===== config.mk =====
export PLATFORM = sky130hd
export DESIGN_NAME = score_display_driver
export DESIGN_NICKNAME = d
export VERILOG_FILES = /design/src/rtl/score_display_driver.sv
export SDC_FILE = /design/constraint.sdc
export NUM_CORES = 1
export LEC_CHECK = 0
export BUFFER_PORTS_ARGS = -buffer_cell sky130_fd_sc_hd__buf_2
export CORE_ASPECT_RATIO = 0.8
export CORE_MARGIN = 5
export CORE_UTILIZATION = 56
export DETAILED_ROUTE_END_ITERATION = 10
export GPL_TIMING_DRIVEN = 0
export PLACE_DENSITY = 0.78
export SYNTH_ARGS = -nofsm -noshare
export SYNTH_HDL_FRONTEND = slang
export SYNTH_SLANG_ARGS = --single-unit

===== constraint.sdc =====
create_clock -name clk -period 2.5 [get_ports clk]
set_input_delay 0 -clock clk [delete_from_list [all_inputs] [get_ports clk]]
set_output_delay 0 -clock clk [all_outputs]
set_load 0.02 [all_outputs]

===== src/rtl/score_display_driver.sv =====
// Four-digit multiplexed seven-segment score display driver.
// Two players, two BCD digits each; one digit slot is driven per refresh
// period, with leading-zero blanking on the tens digits and the decimal point
// lit on position 2 as the player separator.
// Optional macro SCORE_FLASH_EN compiles in per-player flashing of a score
// pair after it changes.
module score_display_driver #(
  parameter int REFRESH_DIV = 100000,
  parameter int FLASH_SCANS = 512,
  parameter int FLASH_SHIFT = 6
) (
  input  logic       clk,
  input  logic       reset,
  input  logic [3:0] dig0,
  input  logic [3:0] dig1,
  input  logic [3:0] dig2,
  input  logic [3:0] dig3,
  output logic [3:0] an,
  output logic [6:0] seg,
  output logic       dp
);

  localparam int PW = (REFRESH_DIV > 2) ? $clog2(REFRESH_DIV) : 1;

  // Segment pattern {g,f,e,d,c,b,a}, active-low; non-BCD codes show a dash.
  function automatic logic [6:0] seg_decode(input logic [3:0] d);
    case (d)
      4'd0:    seg_decode = 7'b1000000;
      4'd1:    seg_decode = 7'b1111001;
      4'd2:    seg_decode = 7'b0100100;
      4'd3:    seg_decode = 7'b0110000;
      4'd4:    seg_decode = 7'b0011001;
      4'd5:    seg_decode = 7'b0010010;
      4'd6:    seg_decode = 7'b0000010;
      4'd7:    seg_decode = 7'b1111000;
      4'd8:    seg_decode = 7'b0000000;
      4'd9:    seg_decode = 7'b0010000;
      default: seg_decode = 7'b0111111;
    endcase
  endfunction

  // Tens positions (odd index) hide a zero; ones positions always show.
  function automatic logic lz_blank(input logic [1:0] pos, input logic [3:0] d);
    lz_blank = pos[0] && (d == 4'd0);
  endfunction

  logic [PW-1:0] presc_p0;
  logic          vld_p0;
  logic [1:0]    idx_p0;
  logic [15:0]   snap_p0;
  logic [15:0]   snap_in;
  logic          snap_load;
  logic [3:0]    cur_dig;
  logic          flash_blank;
  logic [3:0]    an_next;
  logic [6:0]    seg_next;
  logic          dp_next;

  assign vld_p0    = (presc_p0 == PW'(REFRESH_DIV - 1));
  assign snap_in   = {dig3, dig2, dig1, dig0};
  assign snap_load = vld_p0 && (idx_p0 == 2'd3);

  // ---- stage p0: prescaler, scan index and snapshot ----

  // Free-running slot prescaler, wraps after REFRESH_DIV cycles.
  always_ff @(posedge clk) begin
    if (reset)       presc_p0 <= '0;
    else if (vld_p0) presc_p0 <= '0;
    else             presc_p0 <= presc_p0 + 1'b1;
  end

  // Scan index advances once per slot; inputs are captured at the end of a
  // scan so one full scan always shows one coherent score.
  always_ff @(posedge clk) begin
    if (reset) begin
      idx_p0  <= 2'd0;
      snap_p0 <= '0;
    end else if (vld_p0) begin
      idx_p0 <= idx_p0 + 2'd1;
      if (snap_load) snap_p0 <= snap_in;
    end
  end

`ifdef SCORE_FLASH_EN
  localparam int FW0 = $clog2(FLASH_SCANS + 1);
  localparam int FW  = (FW0 > FLASH_SHIFT) ? FW0 : FLASH_SHIFT + 1;

  logic [FW-1:0] fl1_p0;
  logic [FW-1:0] fl2_p0;
  logic          clear_in;
  logic          chg1;
  logic          chg2;
  logic          blank1;
  logic          blank2;

  function automatic logic [FW-1:0] fl_step(input logic chg, input logic [FW-1:0] c);
    if (chg)            fl_step = FW'(FLASH_SCANS);
    else if (c != '0)   fl_step = c - 1'b1;
    else                fl_step = '0;
  endfunction

  assign clear_in = (snap_in == 16'h0000);
  assign chg1     = (snap_in[7:0]  != snap_p0[7:0]);
  assign chg2     = (snap_in[15:8] != snap_p0[15:8]);
  assign blank1   = (fl1_p0 != '0) && fl1_p0[FLASH_SHIFT];
  assign blank2   = (fl2_p0 != '0) && fl2_p0[FLASH_SHIFT];

  // Per-pair flash counters, stepped once per snapshot; a cleared board
  // cancels any flash in progress.
  always_ff @(posedge clk) begin
    if (reset) begin
      fl1_p0 <= '0;
      fl2_p0 <= '0;
    end else if (snap_load) begin
      if (clear_in) begin
        fl1_p0 <= '0;
        fl2_p0 <= '0;
      end else begin
        fl1_p0 <= fl_step(chg1, fl1_p0);
        fl2_p0 <= fl_step(chg2, fl2_p0);
      end
    end
  end

  assign flash_blank = idx_p0[1] ? blank2 : blank1;
`else
  assign flash_blank = 1'b0;
`endif

  // Digit/segment selection for the position being driven this slot.
  always_comb begin
    cur_dig  = snap_p0[idx_p0*4 +: 4];
    an_next  = ~(4'b0001 << idx_p0);
    dp_next  = (idx_p0 != 2'd2);
    seg_next = seg_decode(cur_dig);
    if (lz_blank(idx_p0, cur_dig) || flash_blank) seg_next = 7'b1111111;
  end

  // ---- stage p1: registered display outputs ----

  // Outputs change only on slot boundaries and are dark during reset.
  always_ff @(posedge clk) begin
    if (reset) begin
      an  <= 4'b1111;
      seg <= 7'b1111111;
      dp  <= 1'b1;
    end else if (vld_p0) begin
      an  <= an_next;
      seg <= seg_next;
      dp  <= dp_next;
    end
  end

endmodule


==> results of run 1 <==
==> sequential cells by signal, indices dropped and copies added, names as in the netlist <==
signal and count:
dp 1, snap_p0 16, presc_p0 17, idx_p0 2, seg 7, an 3
==> cells in the mapped netlist (all sizes together) <==
cell	number
inv	8
nor3b	1
clkbuf	9
or4	1
a21oi	19
o211a	1
and4	4
nor3	2
xnor2	2
nor2	16
and4b	1
o22a	1
mux2	1
nand2	9
nor4b	2
o21ai	19
mux4	4
a2bb2o	1
xor2	11
buf	8
o31ai	1
and2	1
nand2b	3
and3	1
a21o	4
nand4	6
or2	2
a2bb2oi	10
a2111oi	1
nand3	21
nand3b	1
ha	11
dfxtp	46
or3	3
==> report_power, final <==
group	internal (mW)	switching (mW)
clock	0.279	0.244
sequential	0.736	0.00361
combinational	0.0352	0.0252
==> cells by family (layout without fill, tap and decap cells) <==
logic type | count (synthesis) | in the layout | share of synthesized area [%]
buffers and inverters | 25 | 78 | 5.12
AOI/OAI and AO/OA | 57 | 57 | 17.3
DFF | 46 | 46 | 42.8
adders and majority gates | 11 | 11 | 6.40
and+or+nand+nor | 74 | 74 | 18.4
xor gates and xnor gates | 13 | 13 | 5.29
muxes | 5 | 5 | 4.71
==> area by class of cell <==
| type | count | area, um^2 |
|---|---|---|
| buffer | 17 | 80.1 |
| clock buffer | 8 | 110 |
| fill | 290 | 1130 |
| inverter | 8 | 30.0 |
| multi-input combinational | 160 | 1120 |
| sequential | 46 | 921 |
| tap | 44 | 55.1 |
| timing repair buffer | 45 | 305 |
==> layer usage <==
metal | vias up | share of wire, %
li1 | 929 | -
met1 | 861 | 50
met2 | 38 | 44
met3 | 8 | 4.5
met4 | 0 | 1.5
met5 | - | 0
==> path summary, 6_finish.rpt <==
check               from     endpoint
max          presc_p0[0]  presc_p0[8]
min                reset       seg[5]
max reg2reg  presc_p0[0]  presc_p0[8]
min reg2reg  presc_p0[0]  presc_p0[0]
==> stage by stage <==
step	hold slack, ns	utilization [%]
floorplan	0.152	-
global placement	0.258	62.7
detailed placement	0.263	62.7
CTS	0.0735	69.9
global route	0.0931	69.9
finish	0.0794	69.9
==> repair_timing <==
action	CTS	global route
hold buffers	16	0
gates resized for setup	0	0
endpoints found under the hold margin	16	0
==> tightest hold or removal path, delay by kind of cell <==
family,cells,cell delay (ns)
buf+inv,1,0.15
compound gates,2,0.19
==> flow_metrics.py, run 1 <==
metrics = {
    "outcome": {
        "outcome": "finished, final reports clean",
    },
    "timing": {
        "min_period_ns": 2.24,
        "setup_tns_ns": 0,
        "fin_crit_sh_pct": 89.6,
        "max_freq_ghz": 0.446,
        "maxSlewHeadroom_pct": 69.0,
        "rsz0062_at_grt": "false",
        "hold_viol": 0,
        "fin_ws_ns": 0.259,
        "fin_skew_ns": 0.00815,
        "max_slew.worst_pin.slew_ns": 0.465,
        "setup_viol": 0,
        "drv_slew": 0,
    },
    "clock_network": {
        "cts_max_level": 2,
        "clock-sinks": 46,
        "cts_tree": "done",
        "cts_made_buffers": 5,
        "clockBufferDepth": 2,
        "postCtsSetupBuffers": 0,
        "clkTransAtPathRegs_ns": 0.08,
        "clk_latency_ns": 0.30,
        "cts_root_buf": "clkbuf_8",
    },
    "worst_hold_path": {
        "hold_depth": 3,
        "hold_path_class": "input pin to flip-flop",
    },
    "drt": {
        "wl_per_cell_um": 14.1,
        "drt-initial-drc-count": 187,
        "wl_um": 4610,
        "vias": 1836,
        "via_per_inst": 5.60,
        "first_pass_iters": 4,
        "antenna_left": 0,
        "drc": 0,
    },
    "synthesis": {
        "postSynthCellCount": 231,
        "synth_warnings": 0,
        "syn_area_um2": 2150,
        "synth_seq_cells": 46,
        "synthDistinctLibCells": 38,
        "synth_area_leaders": "dfxtp_1, ha_1, nand3_1",
        "seq_area_frac_synth_pct": 42.8,
        "yosysTopAreaCell": "dfxtp_1",
        "mappedNetlistNets": 260,
        "post_synth.cell_area_avg_um2": 9.32,
        "yosysTopAreaCellShare_pct": 42.8,
    },
    "setup_path": {
        "path_class": "flip-flop to flip-flop",
        "reg2reg_depth": 8,
        "start_kind": "flip-flop",
        "timing.critical_path.buf_inv": 3,
        "slowest_stage": "buf_1",
        "reg2reg_slack_ns": 0.26,
        "path_depth": 8,
        "cp_top_family": "buffers and inverters",
        "critPathMaxStageDelay_ns": 0.40,
        "worstPathCellList": "ha_1, and4_1, clkbuf_1, nand4_1, nand2b_1, buf_2, buf_1, nor2_1",
        "crit_fanout": 10,
        "endpoint_kind": "flip-flop",
        "cp.required_ns": 2.67,
        "critPathArrivalTime_ns": 2.41,
    },
    "grt": {
        "antenna_found_initial": 0,
        "grt_start_max_net_pins": 14,
        "grtUsageTotal_pct": 19.4,
        "grt_pass1_vias": 1684,
        "gr-usage-met3_pct": 5.21,
        "grt.overflow.total": 0,
        "grt_util_met2_pct": 28.3,
        "grt_pass1_wl_um": 7840,
        "grt-busiest-layer": "met2",
        "grt_use_met1_pct": 27.4,
    },
    "die": {
        "dieArea_um2": 5190,
        "start_util_pct": 57.3,
        "fp.dieW_um": 79.3,
        "num_rows": 20,
        "io_pins": 30,
        "coreArea_um2": 3750,
        "die_h_um": 65.4,
    },
    "pwr": {
        "power_density_nw_per_um2": 504,
        "p_leak_nw": 0.978,
        "irDropWorstVdd_mv": 0.372,
        "total_power_mw": 1.32,
    },
    "placed_design": {
        "dp_hpwl_um": 3160,
        "post-place-cells": 304,
        "gp_congestion": 0.817,
        "post_dp_cell_area_um2": 2350,
        "dp_slack_ns": 0.246,
        "portBuffers": 29,
    },
    "cells_and_area": {
        "final_area_um2": 2620,
        "final_common_cell": "dfxtp_1",
        "layout-drive-gt1-share_pct": 17.6,
        "area_growth_pct": 21.9,
        "nets": 312,
        "diodes": 0,
        "finalNonFillerCells": 328,
        "final_cell_mix": "dfxtp_1, buf_2, nand3_1, o21ai_0, a21oi_1",
    },
    "job": {
        "maxCapViolations": 0,
    },
}
(Power assumes the default switching activity.)
==> run 2, diff against run 1 <==
ABC_AREA = 0   (was default)
ABC_CLOCK_PERIOD_IN_PS = 2500   (was default)
CORE_ASPECT_RATIO = 2   (was 0.8)
==> run 2 against run 1 <==
Worst setup slack got worse by 0.032 ns; die area increased by 1.3%; utilization is 0.69 points lower; fmax fell by 1.4%; via count up 4.1%; largest cell class unchanged; highest routed layer unchanged.
==> flow_metrics.py, run 2 (synthesis gave the netlist of run 1 again) <==
metrics = {
    "outcome": {
        "outcome": "finished, final reports clean",
    },
    "cells_and_area": {
        "area_growth_pct": 22.3,
        "layout-drive-gt1-share_pct": 17.3,
        "reg_top3": "presc_p0: 17 flops, snap_p0: 16 flops, seg: 7 flops",
        "diodes": 0,
        "final_common_cell": "dfxtp_1",
        "final_cell_mix": "dfxtp_1, buf_2, nand3_1, o21ai_0, a21oi_1",
        "final_area_um2": 2630,
        "largest_reg_flops": 17,
        "regMostFlops": "presc_p0",
        "nets": 312,
        "fill_cells": 299,
        "seq_area_um2": 921,
        "multi_input_area_um2": 1120,
    },
    "drt": {
        "drc": 0,
        "wl_um": 5110,
        "first_pass_iters": 4,
        "via_per_inst": 5.70,
        "drt-initial-drc-count": 32,
        "vias": 1911,
        "wl_per_cell_um": 15.3,
        "antenna_left": 0,
    },
    "setup_path": {
        "path_common_cell": "clkbuf_1",
        "endpoint": "seg[2]",
        "r2r_end": "seg[2]",
        "path_class": "flip-flop to flip-flop",
        "cp.required_ns": 2.68,
        "critPathMaxStageDelay_ns": 0.47,
        "reg2reg_from": "presc_p0[0]",
        "cp_top_family": "compound AO/OA/AOI/OAI gates",
        "slowest_stage": "a2111oi_4",
        "reg2reg_slack_ns": 0.23,
        "critPathArrivalTime_ns": 2.45,
        "timing.critical_path.buf_inv": 2,
        "crit_fanout": 10,
        "path_depth": 7,
        "crit_start": "presc_p0[0]",
        "worstPathCellList": "ha_1, and4_1, clkbuf_1, nand4_1, clkbuf_1, a2111oi_4, a2bb2oi_1",
        "endpoint_kind": "flip-flop",
        "start_kind": "flip-flop",
        "reg2reg_depth": 7,
    },
    "clock_network": {
        "cts_tree": "done",
        "cts_made_buffers": 5,
        "clkTransAtPathRegs_ns": 0.09,
        "postCtsSetupBuffers": 0,
        "clk_latency_ns": 0.30,
        "cts_root_buf": "clkbuf_8",
        "clockBufferDepth": 2,
        "clock-sinks": 46,
        "cts_max_level": 2,
    },
    "die": {
        "start_util_pct": 56.6,
        "fp.dieW_um": 53.8,
        "coreArea_um2": 3800,
        "io_pins": 30,
        "dieArea_um2": 5260,
        "die_h_um": 97.7,
        "num_rows": 32,
    },
    "pwr": {
        "power_density_nw_per_um2": 513,
        "total_power_mw": 1.35,
        "p_leak_nw": 0.972,
        "irDropWorstVdd_mv": 0.578,
    },
    "placed_design": {
        "gp_congestion": 0.834,
        "dp_hpwl_um": 3840,
        "post_dp_cell_area_um2": 2360,
        "portBuffers": 29,
    },
    "timing": {
        "setup_viol": 0,
        "min_period_ns": 2.27,
        "max_slew.worst_pin.slew_ns": 0.495,
        "maxSlewHeadroom_pct": 67.0,
        "rsz0062_at_grt": "false",
        "max_freq_ghz": 0.440,
        "hold_viol": 0,
        "fin_crit_sh_pct": 90.9,
        "fin_skew_ns": 0.0106,
        "drv_slew": 0,
        "setup_tns_ns": 0,
    },
    "worst_hold_path": {
        "hold_path_class": "input pin to flip-flop",
    },
    "grt": {
        "grt.overflow.total": 0,
        "grt_pass1_vias": 1948,
        "grtUsageTotal_pct": 21.2,
        "grt_start_max_net_pins": 15,
        "antenna_found_initial": 0,
        "grt_pass1_wl_um": 8320,
    },
    "job": {
        "maxCapViolations": 0,
    },
}
==> run 2: where the power goes <==
part           total [mW]  leakage (nW)  internal [mW]  switching [mW]
logic              0.0613         0.549         0.0353          0.0260
clock network       0.548        0.0514          0.298           0.249
registers           0.740         0.371          0.736         0.00362
==> run 2: worst min path at each step <==
stage | from | endpoint | slack [ns] | depth (start not counted)
floorplan | dig0[0] | snap_p0[0] | 0.15 | 2
global placement | dig0[1] | snap_p0[1] | 0.26 | 3
detailed placement | dig0[1] | snap_p0[1] | 0.27 | 3
CTS | reset | seg[5] | 0.08 | 3
global route | reset | seg[5] | 0.07 | 3
finish | reset | seg[5] | 0.08 | 3
==> run 2: cell type report <==
class | count | share of cell area, %
plain buffers | 17 | 3.04
clock buffers | 6 | 2.76
clock inverters | 2 | 1.43
inverters | 8 | 1.14
multi-input cells | 160 | 42.6
flip-flops and latches | 46 | 35.0
well taps | 51 | 2.43
repair buffers | 45 | 11.6
==> run 2: tightest hold or removal path: stages <==
cell and delay, ns:
buf_2 0.15, a2111oi_4 0.07, a2bb2oi_1 0.12
==> run 2: routing by layer <==
| metal | part of all wire (%) | vias up | global-route usage [%] |
|---|---|---|---|
| li1 | - | 920 | - |
| met1 | 35 | 930 | 18.7 |
| met2 | 58 | 43 | 41.0 |
| met3 | 2.8 | 18 | 3.07 |
| met4 | 3.8 | 0 | 11.2 |
| met5 | 0 | - | 0 |
==> run 2: per-stage QoR <==
step / instances / util [%] / hold WS, ns / worst slack [ns]
2_1_floorplan: 231 / - / 0.152 / 0.534
3_3_place_gp: 311 / 62.1 / 0.261 / 0.313
3_5_place_dp: 311 / 62.1 / 0.268 / 0.257
4_1_cts: 335 / 69.2 / 0.0785 / 0.235
5_1_grt: 335 / 69.2 / 0.0663 / 0.0226
6_report: 335 / 69.2 / 0.0804 / 0.227
==> run 2: timing repair <==
action	CTS	global route
gates resized for setup	0	0
hold buffers	16	0
setup endpoints to repair	0	0
hold endpoints to repair	16	0
==> run 3, diff against run 2 <==
MAX_ROUTING_LAYER = met4   (was default)
==> run 3 against run 2 <==
Clock-buffer cell count unchanged; design area unchanged; sequential power about the same; utilization unchanged; hold slack improved by 0.00067 ns; sequential share of layout area unchanged; critical endpoint unchanged; combinational power about the same; flip-flop and latch count unchanged; worst setup slack got worse by 0.00074 ns.
==> flow_metrics.py, run 3 (synthesis gave the netlist of run 1 again) <==
metrics = {
    "cells_and_area": {
        "area_growth_pct": 22.3,
        "diodes": 0,
        "final_area_um2": 2630,
        "final_cell_mix": "dfxtp_1, buf_2, nand3_1, o21ai_0, a21oi_1",
        "layout-drive-gt1-share_pct": 17.3,
        "final_common_cell": "dfxtp_1",
        "largest_reg_flops": 17,
        "reg_top3": "presc_p0: 17 flops, snap_p0: 16 flops, seg: 7 flops",
        "nets": 312,
        "regMostFlops": "presc_p0",
    },
    "die": {
        "coreArea_um2": 3800,
        "fp.dieW_um": 53.8,
        "num_rows": 32,
        "die_h_um": 97.7,
        "dieArea_um2": 5260,
        "start_util_pct": 56.6,
        "io_pins": 30,
    },
    "drt": {
        "antenna_left": 0,
        "vias": 1912,
        "wl_per_cell_um": 15.2,
        "via_per_inst": 5.71,
        "drc": 0,
        "drt-initial-drc-count": 32,
        "wl_um": 5110,
        "first_pass_iters": 4,
    },
    "timing": {
        "drv_slew": 0,
        "setup_tns_ns": 0,
        "setup_viol": 0,
        "maxSlewHeadroom_pct": 67.0,
        "max_freq_ghz": 0.440,
        "hold_viol": 0,
        "fin_crit_sh_pct": 90.9,
        "fin_skew_ns": 0.0101,
        "max_slew.worst_pin.slew_ns": 0.495,
        "rsz0062_at_grt": "false",
        "min_period_ns": 2.27,
    },
    "clock_network": {
        "clock-sinks": 46,
        "cts_root_buf": "clkbuf_8",
        "postCtsSetupBuffers": 0,
        "cts_max_level": 2,
        "clk_latency_ns": 0.29,
        "cts_made_buffers": 5,
        "cts_tree": "done",
        "clockBufferDepth": 2,
        "clkTransAtPathRegs_ns": 0.09,
    },
    "outcome": {
        "outcome": "finished, final reports clean",
    },
    "placed_design": {
        "gp_congestion": 0.847,
        "dp_hpwl_um": 3840,
        "post_dp_cell_area_um2": 2360,
        "portBuffers": 29,
    },
    "job": {
        "maxCapViolations": 0,
    },
    "grt": {
        "grt_start_max_net_pins": 15,
        "grt_pass1_vias": 1952,
        "grtUsageTotal_pct": 21.8,
        "antenna_found_initial": 0,
        "grt.overflow.total": 0,
        "grt_pass1_wl_um": 8320,
    },
    "setup_path": {
        "cp.required_ns": 2.68,
        "crit_fanout": 10,
        "endpoint_kind": "flip-flop",
        "path_class": "flip-flop to flip-flop",
        "start_kind": "flip-flop",
        "critPathArrivalTime_ns": 2.45,
    },
    "worst_hold_path": {
        "hold_path_class": "input pin to flip-flop",
    },
    "pwr": {
        "irDropWorstVdd_mv": 0.577,
        "power_density_nw_per_um2": 512,
        "p_leak_nw": 0.972,
        "total_power_mw": 1.35,
    },
}
==> run 3: cell counts in the layout (fill, tap and decap cells not counted) <==
Identical to the previous run, type by type.
==> run 3: power by group <==
group / total [mW] / internal [mW] / switching [mW] / leakage [nW]
sequential: 0.740 / 0.736 / 0.00362 / 0.371
combinational: 0.0613 / 0.0353 / 0.0260 / 0.549
clock: 0.547 / 0.298 / 0.249 / 0.0514
==> run 3: area by class of cell <==
type / instances / area (um^2)
fill: 299 / 1170
multi-input combinational: 160 / 1120
sequential: 46 / 921
timing repair buffer: 45 / 305
buffer: 17 / 80.1
clock buffer: 6 / 72.6
tap: 51 / 63.8
clock inverter: 2 / 37.5
inverter: 8 / 30.0
==> run 3: final timing paths <==
| check | start | end | slack (ns) | cells past startpoint |
|---|---|---|---|---|
| hold reg to reg | presc_p0[0] | presc_p0[0] | 0.47 | 1 |
| setup reg to reg | presc_p0[0] | seg[2] | 0.23 | 7 |
| setup / recovery | presc_p0[0] | seg[2] | 0.23 | 7 |
| hold / removal | reset | seg[5] | 0.08 | 3 |
==> run 3: worst max-delay path: stages, from the launching register on <==
cell and delay, ns:
dfxtp_1 0.38, ha_1 0.22, and4_1 0.20, clkbuf_1 0.26
nand4_1 0.20, clkbuf_1 0.28, a2111oi_4 0.47, a2bb2oi_1 0.13
==> run 3: metrics by stage <==
step,hold slack [ns],cells,worst slack (ns),utilization (%)
CTS,0.0785,335,0.235,69.2
global route,0.0667,335,0.0226,69.2
global placement,0.261,311,0.313,62.1
finish,0.0810,335,0.227,69.2
detailed placement,0.268,311,0.257,62.1
floorplan,0.152,231,0.534,-
==> run 3: repair_timing <==
item                                   4_1_cts  5_1_grt
hold buffers                                16        0
endpoints found under the hold margin       16        0
resized for setup                            0        0
==> run 3: routing by layer <==
layer	part of all wire [%]	track usage, %	vias to the layer above	routed length (um)
met5	0	-	-	0
met4	3.8	11.2	0	192
met3	2.8	3.07	18	144
met2	58	41.1	43	2980
met1	35	18.6	931	1790
li1	-	-	920	-
